### src/rtl/seq_divider32.sv
// Multi-cycle restoring divider (one quotient bit per clock) producing LO/HI results.
// Optional signed division is enabled by defining DIV_SIGNED_EN (adds the signed_op input).
module seq_divider32 #(
    parameter int unsigned WIDTH = 32
) (
    input  logic             clk,
    input  logic             reset,
    input  logic             start,
    input  logic [WIDTH-1:0] dividend,
    input  logic [WIDTH-1:0] divisor,
`ifdef DIV_SIGNED_EN
    input  logic             signed_op,
`endif
    output logic [WIDTH-1:0] quotient,
    output logic [WIDTH-1:0] remainder,
    output logic             busy,
    output logic             done,
    output logic             div_by_zero
);

    localparam int unsigned CW = $clog2(WIDTH);

    typedef enum logic [1:0] {
        S_IDLE = 2'd0,
        S_RUN  = 2'd1,
        S_DONE = 2'd2
    } state_t;

    state_t           state;
    logic [CW-1:0]    count;
    logic [WIDTH-1:0] q_sr;
    logic [WIDTH-1:0] rem_sr;
    logic [WIDTH-1:0] dvs;
    logic             neg_q;
    logic             neg_r;

    logic             neg_dvd_c;
    logic             neg_dvs_c;
    logic [WIDTH-1:0] mag_dvd_c;
    logic [WIDTH-1:0] mag_dvs_c;
    logic [WIDTH:0]   rem_shift_c;
    logic [WIDTH:0]   diff_c;
    logic             ge_c;
    logic [WIDTH-1:0] q_next_c;
    logic [WIDTH-1:0] rem_next_c;
    logic [WIDTH-1:0] q_final_c;
    logic [WIDTH-1:0] rem_final_c;

    // Operand sign extraction; the unsigned build treats every operand as non-negative
`ifdef DIV_SIGNED_EN
    assign neg_dvd_c = signed_op & dividend[WIDTH-1];
    assign neg_dvs_c = signed_op & divisor[WIDTH-1];
`else
    assign neg_dvd_c = 1'b0;
    assign neg_dvs_c = 1'b0;
`endif

    assign mag_dvd_c = neg_dvd_c ? (~dividend + WIDTH'(1)) : dividend;
    assign mag_dvs_c = neg_dvs_c ? (~divisor + WIDTH'(1)) : divisor;

    // One restoring step; the extra top bit keeps the compare exact for large divisors
    assign rem_shift_c = {rem_sr, q_sr[WIDTH-1]};
    assign diff_c      = rem_shift_c - {1'b0, dvs};
    assign ge_c        = ~diff_c[WIDTH];
    assign rem_next_c  = ge_c ? diff_c[WIDTH-1:0] : rem_shift_c[WIDTH-1:0];
    assign q_next_c    = {q_sr[WIDTH-2:0], ge_c};

    // Sign fix-up on the final step: quotient by sign mismatch, remainder follows dividend
    assign q_final_c   = neg_q ? (~q_next_c + WIDTH'(1)) : q_next_c;
    assign rem_final_c = neg_r ? (~rem_next_c + WIDTH'(1)) : rem_next_c;

    always_ff @(posedge clk or posedge reset) begin
        if (reset) begin
            state       <= S_IDLE;
            count       <= '0;
            q_sr        <= '0;
            rem_sr      <= '0;
            dvs         <= '0;
            neg_q       <= 1'b0;
            neg_r       <= 1'b0;
            quotient    <= '0;
            remainder   <= '0;
            busy        <= 1'b0;
            done        <= 1'b0;
            div_by_zero <= 1'b0;
        end else begin
            done <= 1'b0;
            case (state)
                S_RUN: begin
                    q_sr   <= q_next_c;
                    rem_sr <= rem_next_c;
                    count  <= count + CW'(1);
                    if (count == CW'(WIDTH - 1)) begin
                        state     <= S_DONE;
                        busy      <= 1'b0;
                        quotient  <= q_final_c;
                        remainder <= rem_final_c;
                    end
                end
                default: begin
                    // IDLE and DONE both accept a new request; DONE also emits the pulse
                    done <= (state == S_DONE);
                    if (start) begin
                        div_by_zero <= 1'b0;
                        if (divisor == '0) begin
                            state       <= S_DONE;
                            quotient    <= '1;
                            remainder   <= dividend;
                            div_by_zero <= 1'b1;
                        end else begin
                            state  <= S_RUN;
                            busy   <= 1'b1;
                            count  <= '0;
                            q_sr   <= mag_dvd_c;
                            rem_sr <= '0;
                            dvs    <= mag_dvs_c;
                            neg_q  <= neg_dvd_c ^ neg_dvs_c;
                            neg_r  <= neg_dvd_c;
                        end
                    end else begin
                        state <= S_IDLE;
                    end
                end
            endcase
        end
    end

endmodule
### config.mk
export PLATFORM = sky130hd
export DESIGN_NAME = seq_divider32
export DESIGN_NICKNAME = d
export VERILOG_FILES = /design/src/rtl/seq_divider32.sv
export SDC_FILE = /design/constraint.sdc
export NUM_CORES = 1
export LEC_CHECK = 0
export CAP_MARGIN = 10
export CORE_MARGIN = 10
export CORE_UTILIZATION = 60
export CTS_BUF_LIST = sky130_fd_sc_hd__clkbuf_8
export DETAILED_ROUTE_END_ITERATION = 10
export GPL_ROUTABILITY_DRIVEN = 0
export PLACE_DENSITY = 0.9
export SETUP_SLACK_MARGIN = 0.3
export SYNTH_ARGS = -nofsm -noshare
export SYNTH_HDL_FRONTEND = slang
export SYNTH_SLANG_ARGS = --single-unit
export TNS_END_PERCENT = 30
### constraint.sdc
create_clock -name clk -period 14.7 [get_ports clk]
set_input_delay 1.47 -clock clk [delete_from_list [all_inputs] [get_ports clk]]
set_output_delay 1.47 -clock clk [all_outputs]
set_load 0.01 [all_outputs]
==> results by group <==
Run status
  – Status: completed

Cells and area
  – Final-stage net count: 1,213
  – Antenna Cells: 0
  – Share of cells above drive strength 1: 10.4%
  – Fill cell count: 1,101
  – Core Util, Final: 72.6%
  – Area Growth Syn to Fin: 19.7%

STA
  – Worst clock skew: 0.0131 ns
  – Fin crit period: 4.52 ns
  – Slew headroom: 30.4%
  – Least-Margin Pin Slew: 1.04 ns
  – Setup TNS: 0 ns
  – Setup violations, final: 0
  – Fin. Hold Viols: 0
  – Max Clk Rate: 221 MHz
  – Hold WS: 0.510 ns
  – Max Slew Vio Count: 0
  – Period utilization: 30.7%
  – RSZ-0062 raised after global routing: no

CTS
  – # H-tree levels: 4
  – CTS Root Cell: clkbuf_8
  – CTS Hold Bufs: 0
  – Num CTS Buffers: 17
  – Worst skew pair latency: 0.47 ns
  – CTS resizes: 0
  – CTS tree: built
  – Setup Fix Bufs, Post-CTS: 0
  – CTS sink cnt: 170
  – Worst-path clk slew: 0.08 ns
  – Clock Tree Buf Depth: 2

Logic synthesis
  – Synthesized Nets: 1,109
  – Yosys reg bits: 170
  – Ys Warns: 0
  – Count of cell types in the netlist: 53
  – Synth Area in Compound Gates: 16.4%
  – Syn Area/Cell: 9.06 um2
  – XOR/XNOR Fraction of Synth Area: 2.50%
  – Synth Instances: 1,007
  – Mux share of post-synthesis cell area: 6.76%
  – Mapped cell area: 9120 um2
  – Sequential share of the synthesized area: 46.6%
  – Synthesized-area fraction occupied by adder cells: 4.88%
  – Main combinational cell family by area after synthesis: simple AND/OR/NAND/NOR gates
  – Synth Area in Simple Gates: 18.3%

Critical path
  – CP peak stage delay: 0.62 ns
  – Startpoint types: primary input
  – Critical path's most frequent cell: buf_4
  – Worst setup EP type: flop
  – Setup CP Type: primary input to flop
  – Arrival time worst endpoint: 4.89 ns
  – Crit path cell chain: clkdlybuf4s50_1, nor4_1, nand2_1, nor3_1, a31oi_2, buf_4, inv_2, buf_4, nor2_1, a21oi_1
  – CP Max Fanout: 65
  – Worst EP required: 15.08 ns
  – CP max-delay cell: buf_4

Route
  – Drt first pass iters: 5
  – Routed len/inst: 18.4 um
  – Drt total wl: 24.2 mm
  – Via/cell ratio: 6.11
  – Post-route ant nets: 0
  – Via count: 8,016
  – Drt drc: 0
  – Initial DRC count: 927

Flow run
  – Max_cap viols: 0

Power
  – PD cells: 281 nW/um2
  – Total Power: 3.07 mW
  – Leakage: 4.74 nW
  – Peak VDD IR: 0.160 mV

Global route
  – First-pass GRT wire length: 38.9 mm
  – Largest net degree at the start of global routing: 113
  – Global route overflow: 0
  – Vias in the first global route: 7,790
  – Initial antenna violation count: 0
  – Gr usage total: 23.5%

Floorplan
  – Initial core utilization: 60.7%
  – Core Box Area: 15,000 um2
  – Die W: 143 um
  – Die Ht: 143 um
  – Rows: 45
  – Die area: 20,500 um2
  – I/O Pins: 134

Placement
  – I/O Buffers: 133
  – Final HPWL from detailed placement: 17.9 mm

Worst hold path
  – Hold Crit Class: flop to flop
-- layer usage --
layer / GRT usage [%] / share of wire, % / up-vias
met5: 0 / 0 / -
met4: 7.90 / 2.3 / 0
met3: 5.41 / 8.2 / 42
met2: 37.3 / 47 / 383
met1: 31.3 / 43 / 3860
li1: - / - / 3731
-- cells in the final DEF (no fill, tap or decap), types with 18 or more instances in the layout --
| master | count |
|---|---|
| nor2_1 | 107 |
| a31oi_1 | 45 |
| ha_1 | 34 |
| clkdlybuf4s50_1 | 133 |
| xnor2_1 | 18 |
| clkbuf_8 | 23 |
| nand2_1 | 170 |
| inv_1 | 41 |
| a21oi_1 | 107 |
| o21ai_0 | 42 |
| dfrtp_1 | 170 |
| mux2_2 | 37 |
| nand3_1 | 26 |
-- registers in the layout, indices dropped and copies added (netlist names) --
| signal | flops |
|---|---|
| dvs | 32 |
| q_sr | 32 |
| quotient | 32 |
| rem_sr | 32 |
| remainder | 32 |
| count | 5 |
| state | 2 |
| busy | 1 |
| div_by_zero | 1 |
| done | 1 |
-- area by class of cell --
cell class / instances / area, um2 / share of cell area (%)
well taps: 188 / 235 / 2.15
repair buffers: 140 / 1380 / 12.7
clock inverters: 9 / 85.1 / 0.779
flip-flops and latches: 170 / 4250 / 39.0
multi-input cells: 740 / 4480 / 41.0
clock buffers: 23 / 317 / 2.90
inverters: 42 / 163 / 1.49
-- synth_stat cells (all sizes together) --
master,n,area share (%)
a41oi,2,0.19
mux2,45,5.9
xnor2,18,1.7
clkbuf,40,1.6
a221oi,1,0.16
a211oi,3,0.30
mux2i,8,0.88
and2,4,0.27
o21a,5,0.41
o21ba,1,0.11
o311ai,2,0.38
o31a,2,0.19
and3,9,0.62
inv,42,1.7
a311oi,1,0.096
nand3,35,2.4
xor2,8,0.77
nor2,107,4.4
nand2,171,7.1
or3,5,0.34
fa,1,0.22
o21bai,2,0.16
or2,2,0.14
a21oi,116,6.7
nand2b,7,0.48
nor4,9,0.62
o22ai,6,0.48
nand4,15,1.0
o31ai,4,0.33
dfrtp,170,47
buf,15,1.1
nand3b,1,0.082
a21o,9,0.82
o21ai,42,2.3
nor2b,4,0.27
nor3,7,0.38
and4,1,0.096
a31oi,46,3.2
o211ai,6,0.49
a22o,1,0.096
ha,34,4.7
-- path summary, 6_finish.rpt --
path / from / to / slack, ns / depth (start not counted)
setup reg to reg: q_sr[31]$_DFFE_PP0P_ / remainder[0]$_DFFE_PP0P_ / 10.73 / 12
setup / recovery: divisor[4] / quotient[19]$_DFFE_PP0P_ / 10.18 / 10
hold reg to reg: dvs[14]$_DFFE_PP0P_ / dvs[14]$_DFFE_PP0P_ / 0.51 / 1
hold / removal: dvs[14]$_DFFE_PP0P_ / dvs[14]$_DFFE_PP0P_ / 0.51 / 1
min in group asynchronous: reset / quotient[6]$_DFFE_PP0P_ / 1.53 / 2
max in group asynchronous: reset / dvs[29]$_DFFE_PP0P_ / 11.72 / 3
-- through the flow --
stage          area, um2  cells  setup slack, ns
2_1_floorplan       9120   1007             8.63
3_3_place_gp       10500   1280             10.0
3_5_place_dp       10500   1280             9.75
4_1_cts            10900   1312            10.24
5_1_grt            10900   1312             9.92
6_report           10900   1312            10.18
-- report_power, final --
| part | internal, mW | switching, mW | leakage (nW) |
|---|---|---|---|
| Clock | 0.161 | 0.170 | 0.206 |
| Combinational | 0.812 | 1.09 | 2.68 |
| Sequential | 0.690 | 0.150 | 1.85 |
| Total | 1.66 | 1.41 | 4.74 |
-- worst max-delay path, delay by kind of cell --
family | cells | cell delay (ns)
AND/OR/NAND/NOR | 4 | 1.34
AO/OA/AOI/OAI | 2 | 0.32
buffers and inverters | 4 | 1.75
-- cells by family (layout without fill, tap and decap cells) --
logic type | after synthesis | count (layout)
compound gates | 249 | 249
xor+xnor | 26 | 26
fa+ha+maj | 35 | 35
buf+inv | 97 | 214
flops | 170 | 170
mux | 53 | 53
simple gates | 377 | 377
Note: power is estimated with default switching activity, not from simulation.
